### config.mk
export PLATFORM = sky130hd
export DESIGN_NAME = dt_pack
export DESIGN_NICKNAME = d
export VERILOG_FILES = /design/src/rtl/dt_pkg.sv /design/src/rtl/dt_pack_shreg.sv /design/src/rtl/dt_pack.sv
export SDC_FILE = /design/constraint.sdc
export NUM_CORES = 1
export LEC_CHECK = 0
export BUFFER_PORTS_ARGS = -buffer_cell sky130_fd_sc_hd__buf_4
export CAP_MARGIN = 20
export CELL_PAD_IN_SITES_DETAIL_PLACEMENT = 0
export CELL_PAD_IN_SITES_GLOBAL_PLACEMENT = 1
export CORE_ASPECT_RATIO = 0.75
export CORE_UTILIZATION = 25
export CTS_CLUSTER_DIAMETER = 120
export DETAILED_ROUTE_END_ITERATION = 8
export PLACE_DENSITY = 0.55
export SLEW_MARGIN = 0
export SYNTH_ARGS = -nofsm -noshare
export SYNTH_HDL_FRONTEND = slang
export SYNTH_SLANG_ARGS = --single-unit
### constraint.sdc
create_clock -name clk -period 5.69 [get_ports clk]
set_input_delay 0 -clock clk [delete_from_list [all_inputs] [get_ports clk]]
set_output_delay 0 -clock clk [all_outputs]
set_load 0.02 [all_outputs]
### src/rtl/dt_pkg.sv
// rtl/dt_pkg.sv - shared constants and FSM state type for the distance-transform pack stage
package dt_pkg;

  // Image geometry: 128x128 pixels, packed 16 per word, 8 words per row
  localparam int IMG_DIM       = 128;
  localparam int WORDS_PER_ROW = 8;
  localparam int PIX_PER_WORD  = 16;

  // res_addr = {row[6:0], word[2:0], pix[3:0]}; sti_addr = {row[6:0], word[2:0]}
  localparam int RES_AW = 14;
  localparam int STI_AW = 10;

  // Foreground counter: 15 bits holds every value up to the full image (16384)
  localparam int FG_W   = 15;
  localparam int FG_MAX = IMG_DIM * IMG_DIM;

  typedef enum logic [2:0] {
    ST_LOAD_THR,
    ST_RD,
    ST_LAST,
    ST_WR,
    ST_FIN
  } dt_state_e;

  function automatic logic [4:0] popcount16(input logic [PIX_PER_WORD-1:0] v);
    logic [4:0] n;
    n = '0;
    for (int i = 0; i < PIX_PER_WORD; i++) begin
      n = n + {4'd0, v[i]};
    end
    return n;
  endfunction

endpackage

### src/rtl/dt_pack_shreg.sv
// rtl/dt_pack_shreg.sv - threshold compare and MSB-first pixel shift register with popcount
module dt_pack_shreg
  import dt_pkg::*;
(
  input  logic                    clk_i,
  input  logic                    rst_ni,
  input  logic                    shift_i,
  input  logic [7:0]              data_i,
  input  logic [7:0]              thr_i,
  output logic [PIX_PER_WORD-1:0] word_next_o,
  output logic [4:0]              pop_next_o
);

  logic [PIX_PER_WORD-1:0] shreg_q;
  logic [PIX_PER_WORD-1:0] shreg_d;

  // Shift in one pixel bit per returned read; earliest pixel ends up in bit 15
  always_comb begin
    shreg_d = shreg_q;
    if (shift_i) begin
      shreg_d = {shreg_q[PIX_PER_WORD-2:0], (data_i >= thr_i)};
    end
  end

  // Shift register state
  always_ff @(posedge clk_i or negedge rst_ni) begin
    if (!rst_ni) begin
      shreg_q <= '0;
    end else begin
      shreg_q <= shreg_d;
    end
  end

  // The next value is exposed so the final pixel can be written without an extra cycle
  assign word_next_o = shreg_d;
  assign pop_next_o  = popcount16(shreg_d);

endmodule

### src/rtl/dt_pack.sv
// rtl/dt_pack.sv - thresholds the distance map and packs 16 pixels per binary-image word
module dt_pack
  import dt_pkg::*;
#(
  parameter int N_WORDS = 1024
) (
  input  logic              clk,
  input  logic              reset,
  input  logic [7:0]        thr,
  output logic              res_rd,
  output logic [RES_AW-1:0] res_addr,
  input  logic [7:0]        res_di,
  output logic              sti_wr,
  output logic [STI_AW-1:0] sti_addr,
  output logic [15:0]       sti_do,
  output logic [FG_W-1:0]   fg_cnt,
  output logic              done
);

  localparam logic [STI_AW-1:0] LAST_W   = STI_AW'(N_WORDS - 1);
  localparam logic [FG_W:0]     FG_MAX_V = (FG_W + 1)'(FG_MAX);

  dt_state_e         state_q, state_d;
  logic [7:0]        thr_q, thr_d;
  logic [STI_AW-1:0] w_q, w_d;
  logic              rd_dly_q, rd_dly_d;
  logic              res_rd_q, res_rd_d;
  logic [RES_AW-1:0] res_addr_q, res_addr_d;
  logic              sti_wr_q, sti_wr_d;
  logic [STI_AW-1:0] sti_addr_q, sti_addr_d;
  logic [15:0]       sti_do_q, sti_do_d;
  logic [FG_W-1:0]   fg_q, fg_d;
  logic              done_q, done_d;
  logic [15:0]       word_next;
  logic [4:0]        pop_next;
  logic [FG_W:0]     fg_sum;

  // Read data returns one cycle after each registered address, so shifting follows res_rd by one
  dt_pack_shreg u_shreg (
    .clk_i       (clk),
    .rst_ni      (reset),
    .shift_i     (rd_dly_q),
    .data_i      (res_di),
    .thr_i       (thr_q),
    .word_next_o (word_next),
    .pop_next_o  (pop_next)
  );

  // State and registered outputs
  always_ff @(posedge clk or negedge reset) begin
    if (!reset) begin
      state_q    <= ST_LOAD_THR;
      thr_q      <= '0;
      w_q        <= '0;
      rd_dly_q   <= 1'b0;
      res_rd_q   <= 1'b0;
      res_addr_q <= '0;
      sti_wr_q   <= 1'b0;
      sti_addr_q <= '0;
      sti_do_q   <= '0;
      fg_q       <= '0;
      done_q     <= 1'b0;
    end else begin
      state_q    <= state_d;
      thr_q      <= thr_d;
      w_q        <= w_d;
      rd_dly_q   <= rd_dly_d;
      res_rd_q   <= res_rd_d;
      res_addr_q <= res_addr_d;
      sti_wr_q   <= sti_wr_d;
      sti_addr_q <= sti_addr_d;
      sti_do_q   <= sti_do_d;
      fg_q       <= fg_d;
      done_q     <= done_d;
    end
  end

  // Next-state: 16 reads, one drain cycle, one write, then next word or finish
  always_comb begin
    state_d = state_q;
    case (state_q)
      ST_LOAD_THR: state_d = ST_RD;
      ST_RD:       if (res_addr_q[3:0] == 4'hF) state_d = ST_LAST;
      ST_LAST:     state_d = ST_WR;
      ST_WR:       state_d = (w_q == LAST_W) ? ST_FIN : ST_RD;
      ST_FIN:      state_d = ST_FIN;
      default:     state_d = ST_LOAD_THR;
    endcase
  end

  // Output next values; strobes follow the upcoming state so they are high during it
  always_comb begin
    thr_d      = thr_q;
    w_d        = w_q;
    res_addr_d = res_addr_q;
    sti_addr_d = sti_addr_q;
    sti_do_d   = sti_do_q;
    fg_d       = fg_q;
    res_rd_d   = (state_d == ST_RD);
    sti_wr_d   = (state_d == ST_WR);
    done_d     = (state_d == ST_FIN);
    rd_dly_d   = res_rd_q;
    fg_sum     = {1'b0, fg_q} + {{(FG_W - 4){1'b0}}, pop_next};
    case (state_q)
      ST_LOAD_THR: begin
        thr_d      = thr;
        w_d        = '0;
        res_addr_d = '0;
      end
      ST_RD: begin
        if (state_d == ST_RD) res_addr_d = res_addr_q + 1'b1;
      end
      ST_LAST: begin
        sti_addr_d = w_q;
        sti_do_d   = word_next;
        fg_d       = (fg_sum > FG_MAX_V) ? FG_MAX_V[FG_W-1:0] : fg_sum[FG_W-1:0];
      end
      ST_WR: begin
        if (state_d == ST_RD) begin
          w_d        = w_q + 1'b1;
          res_addr_d = res_addr_q + 1'b1;
        end
      end
      default: begin
      end
    endcase
  end

  assign res_rd   = res_rd_q;
  assign res_addr = res_addr_q;
  assign sti_wr   = sti_wr_q;
  assign sti_addr = sti_addr_q;
  assign sti_do   = sti_do_q;
  assign fg_cnt   = fg_q;
  assign done     = done_q;

endmodule

### After elaboration in Yosys (flattened, before gate mapping)

Index checks and enable logic that the tools add are counted.

| storage, ports and cells | value |
|---|---|
| word-level logic and storage cells | 58 |
| bits in registers | 96 |

| cells by class | value |
|---|---|
| mux-type cells | 9 |
| reductions and logical operators | 6 |
| add/sub/neg operators | 18 |
| $lt $le $gt $ge | 2 |
| equality and inequality tests | 11 |

Operator list:

| operator | number |
|---|---|
| $add A5 B1 Y5 | 14 |
| $pmux W14 S2 | 1 |
| $pmux W10 S2 | 1 |
| $add A15 B5 Y16 | 1 |
| $gt A16 B15 Y1 const B | 1 |
| $mux W16 | 1 |
| $mux W15 | 1 |
| $pmux W3 S5 | 1 |
| $add A14 B1 Y14 const B | 1 |
| $mux W14 | 1 |
| $add A10 B1 Y10 const B | 1 |
| $eq A10 B10 Y1 const B | 1 |
| $mux W10 | 1 |
| $eq A3 B2 Y1 const B | 3 |
| $ge A8 B8 Y1 | 1 |
| $eq A3 B1 Y1 const B | 2 |
| $eq A3 B3 Y1 const B | 2 |
| $mux W3 | 2 |
| $eq A4 B4 Y1 const B | 1 |
| $reduce_and A2 Y1 | 2 |
| $reduce_bool A2 Y1 | 2 |
| $logic_not A3 Y1 | 1 |
| $add A1 B1 Y2 | 1 |
| $ne A2 B1 Y1 const B | 1 |
| 2 further kinds | 2 |

### Logic depth before layout (Yosys ltp)

| depth | value |
|---|---|
| depth after elaboration | 20 |
| mapped depth | 28 |

### Hierarchy

A second synthesis with hierarchy kept.

| second synthesis, totals | value |
|---|---|
| cell total of the unflattened synthesis | 556 |
| area total of the unflattened synthesis | 5282.6 µm² |

Modules (own cells, without submodules):

| module | cells an instance | times used | area each (µm²) | sequential area each (µm²) |
|---|---|---|---|---|
| dt_pack | 448 | 1 | 4015.1 | 2001.9 |
| dt_pack_shreg | 108 | 1 | 1267.5 | 400.4 |

### Worst setup path after synthesis

Ideal clock, no wire load.

| timing path | value |
|---|---|
| kind | flip-flop to flip-flop |
| start point | register thr_q[0] |
| end point | register fg_q[3] (netlist: fg_cnt[3]) |
| library setup time | 0.127 ns |
| data arrival time | 5.997 ns |
| path buffers | 1 |
| period minus slack after synthesis | 6.123 ns |
| cell stages (with the launch flop) | 23 |
| setup slack | -0.433 ns |
| cell sequence | dfrtp_1 -> ha_1 -> nand2b_1 -> a21o_1 -> a21oi_1 -> o21a_1 -> a31oi_1 -> ha_1 -> inv_1 -> fa_1 -> fa_1 -> fa_1 -> fa_1 -> fa_1 -> fa_1 -> inv_1 -> fa_1 -> a211o_1 -> a21oi_1 -> nor3b_2 -> a31oi_2 -> buf_4 -> a21oi_1 |

| on the way | value |
|---|---|
| cells in the longest elaborated chain, start to end | 20 |

Ends and longest elaborated chain:

| what | RTL line | RTL |
|---|---|---|
| start, declared | dt_pack.sv:24 | `logic [7:0] thr_q, thr_d;` |
| start signal, assigned | dt_pack.sv:65 | `thr_q <= thr_d;` |
| $ge A8 B8 Y1 * | dt_pack_shreg.sv:21 | `shreg_d = {shreg_q[PIX_PER_WORD-2:0], (data_i >= thr_i)};` |
| $mux W16 * | dt_pack_shreg.sv:20 | `if (shift_i) begin` |
| net u_shreg.word_next_o[0] | dt_pack_shreg.sv:10 | `output logic [PIX_PER_WORD-1:0] word_next_o,` |
| $add A1 B1 Y2 * | dt_pkg.sv:29 | `n = n + {4'd0, v[i]};` |
| $add A5 B1 Y5 * (14 in a row) | dt_pkg.sv:29 |  |
| $add A15 B5 Y16 * | dt_pack.sv:103 | `fg_sum = {1'b0, fg_q} + {{(FG_W - 4){1'b0}}, pop_next};` |
| $gt A16 B15 Y1 | dt_pack.sv:116 | `fg_d = (fg_sum > FG_MAX_V) ? FG_MAX_V[FG_W-1:0] : fg_sum[FG_W-1:0];` |
| $mux W15 * | dt_pack.sv:116 |  |
| end signal, assigned | dt_pack.sv:73 | `fg_q <= fg_d;` |
| end, declared | dt_pack.sv:32 | `logic [FG_W-1:0] fg_q, fg_d;` |

Mark *: on every way through the listed nets, which the timed path passes. The rest lies on a longest branch.
A chain may end at the register's enable or synchronous reset.

### Worst setup path after layout

Same ends and word-level chain as after synthesis.

==> results_dict.tcl <==
set metrics [dict create \
    clockPowerShare_pct 19.9 \
    violations "negative setup slack" \
    gp_congestion 0.754 \
    timing.rr.end "fg_cnt[3]" \
    cts_root_buffer "clkbuf_16" \
    synth_area_leader_cell "dfrtp_1" \
    dr.pass1.iters 4 \
    layoutNonFillerInstCount 867 \
    clk_pin_slew_ns 0.07 \
    power.switching_w 0.00116 \
    power.internal_w 0.00201 \
    antenna_found_initial 0 \
    startpoint_type "flip-flop" \
    detail_route.iter0.violations 186 \
    synth.avg_cell_area_um2 9.63 \
    syn-instance-count 502 \
    placed_cell_area_mm2 0.00585 \
    postLayoutSetupSlackWorst_ns -0.407 \
    ys_top_cells_by_count "nand2_1 (104), dfrtp_1 (96), o21ai_0 (53), nor2_1 (33), inv_1 (31)" \
    rsz0062_at_grt "yes" \
    numPortBuffers 75 \
    total_power_w 0.00317 \
    cp_data_required_time_ns 5.92 \
    ant_nets 0 \
    synth_flop_cell "dfrtp_1" \
    synth_top_area_share_pct 49.7 \
    synth_edf_count 0 \
    tns_ns -5.43 \
    die_y_um 122 \
    reg2regPathDepth 23 \
    dieArea_mm2 0.0199 \
    yosysWarnings 0 \
    yosys.area_share.xor_xnor_pct 1.99 \
    period_minus_slack_ns 6.10 \
    synth_compound_area_share_pct 12.9 \
    max_slew_margin_pct 38.8 \
    ys_ff_latch 96 \
    grt_pass1_wl_mm 20.8 \
    synth_fa_ha_area_share_pct 9.74 \
    cts.sinks 96 \
    post-route-cell-area_mm2 0.00654 \
    grt_max_degree 76 \
    worstPathArrival_ns 6.33 \
    nets 664 \
    synth_area_mm2 0.00483 \
    drcViolationCount 0 \
    initial_core_util_pct 25.8 \
    grt_pass1_vias 3879 \
    powerDensity_mw_per_mm2 485 \
    ir_drop_uv 330 \
    cts_max_path_buffers 2 \
    hpwl_mm 8.87 \
    synthMuxAreaShare_pct 3.73 \
    cts_tree "yes" \
    tightest_slew_ns 0.913 \
    grt_overflow 0 \
    r2r_start "thr_q[0]" \
    grt_use_total_pct 13.5 \
    num_vias 3889 \
    p_comb_share_pct 55.2 \
    finClkSkew_ns 0.00643 \
    die_w_um 163 \
    viasPerCell 4.49 \
    p_leak_nw 3.15 \
    synth.most_common_cell "nand2_1" \
    finalSetupViolCount 15 \
    cts_made_buffers 9 \
    wl_mm 12.6 \
    wl_per_cell_um 14.5 \
    drive_above_1_share_pct 28.4 \
    maxSlewViolCount 0 \
    hp-class "primary input to async pin" \
    period_share_pct 107 \
    async_flop_share_pct 100 \
    clock_latency_ns 0.35 \
    seq_power_share_pct 24.8 \
    syn-num-nets 551 \
    endpoint_kind "flip-flop" \
    critPathMaxFanout 4 \
    ios 76 \
    outcome "finished with violations" \
    ys_seq_area_share_pct 49.7 \
    hold_viol_final 0 \
    ys_types 48 \
    cts_max_level 3 \
    r2r_setup_slack_ns -0.41 \
    switching_share_pct 36.5 \
    layout-area-overhead-vs-synth_pct 35.2 \
    synth_area_leaders "dfrtp_1 (50%), nand2_1 (8.1%), o21ai_0 (5.5%), ha_1 (5.2%), fa_1 (4.6%)" \
    fmax_mhz 164 \
    crit_type "flip-flop to flip-flop" \
    rows 43 \
    synth_top_family_by_area "simple AND/OR/NAND/NOR gates" \
    diodes 0 \
    core_area_mm2 0.0187 \
    fin_util_pct 34.9 \
    cap_violations 0 \
    dp.cells 832 \
    fill_cells 1938 \
    yosys.area_share.simple_pct 17.4 \
]
worst max-delay path by stage:
stage | from | cells after the start | to | slack [ns]
final | thr_q[0] | 23 | fg_cnt[3] | -0.41
after global routing | thr_q[0] | 23 | fg_cnt[3] | -0.63
after CTS | thr_q[0] | 22 | fg_cnt[11] | -0.45
after detailed placement | thr_q[0] | 21 | fg_cnt[10] | -0.73
after global placement | thr_q[0] | 21 | fg_cnt[10] | -0.59
after floorplan | thr_q[0] | 23 | fg_cnt[1] | -0.22
power groups by stage:
stage	logic (W)	registers (W)	clock network, W
2_1_floorplan	0.000822	0.000833	0
3_3_place_gp	0.00137	0.000796	0
5_1_grt	0.00194	0.000797	0.000682
6_report	0.00175	0.000787	0.000632
4_1_cts	0.00160	0.000785	0.000659
3_5_place_dp	0.00141	0.000798	0
cells in the final DEF, fill, tap and decap left out, drive strengths merged, types with 10 or more instances in the layout:
cell / instances
inv: 33
fa: 11
dfrtp: 96
a21oi: 17
o21ai: 59
nor2: 33
nand2: 105
buf: 114
nand4: 10
clkbuf: 11
ha: 20
nand3: 11
kinds of logic after synthesis:
family                   after synthesis
AND/OR/NAND/NOR                      187
AO/OA/AOI/OAI                        106
flip-flops                            96
buffers and inverters                 54
adder cells (fa/ha/maj)               31
multiplexers                          17
XOR/XNOR                              11
sequential cells by signal, indices dropped and copies added, names as in the netlist:
name	cells
u_shreg.shreg_q	16
sti_wr	1
res_addr	14
state_q	3
thr_q	8
done	1
fg_cnt	15
sti_do	16
sti_addr	10
rd_dly_q	1
res_rd	1
w_q	10
metal layers:
| layer | GRT usage [%] | vias up | routed length [um] |
|---|---|---|---|
| li1 | - | 1930 | - |
| met5 | 0 | - | 0 |
| met3 | 3.65 | 7 | 545 |
| met4 | 2.98 | 0 | 112 |
| met1 | 20.2 | 1878 | 6840 |
| met2 | 19.1 | 74 | 5070 |
layout make-up:
| class | count | area [um^2] | area share [%] |
|---|---|---|---|
| flip-flops and latches | 96 | 2400 | 36.8 |
| clock buffers | 11 | 253 | 3.87 |
| multi-input cells | 353 | 2420 | 37.0 |
| inverters | 32 | 120 | 1.84 |
| well taps | 247 | 309 | 4.73 |
| repair buffers | 123 | 981 | 15.0 |
| clock inverters | 5 | 53.8 | 0.823 |
what timing repair did:
action,4_1_cts,5_1_grt
hold buffers,9,0
pin swaps,14,8
endpoints found under the hold margin,29,0
setup buffers,2,6
setup endpoints to repair,15,15
gates resized for setup,20,18
cloned,1,0
worst max-delay path: stages (launching register included):
cell and delay (ns):
dfrtp_1 0.38, ha_1 0.27, nand2b_4 0.13, a21o_1 0.18
a21oi_2 0.15, o21a_1 0.17, a31oi_4 0.11, ha_4 0.29
inv_2 0.03, fa_1 0.49, fa_1 0.43, fa_1 0.51
fa_1 0.44, fa_2 0.38, fa_2 0.53, inv_2 0.05
fa_2 0.35, a211o_1 0.31, a21oi_4 0.17, nor3b_4 0.09
buf_6 0.13, a31oi_4 0.19, buf_6 0.15, a21oi_2 0.03
stage by stage:
stage	hold slack [ns]	setup WS [ns]
6_report	0.0737	-0.407
5_1_grt	0.108	-0.627
4_1_cts	0.0643	-0.447
3_5_place_dp	-0.0970	-0.733
3_3_place_gp	-0.103	-0.592
2_1_floorplan	-0.296	-0.218
Power figures use the tool's default switching activity.
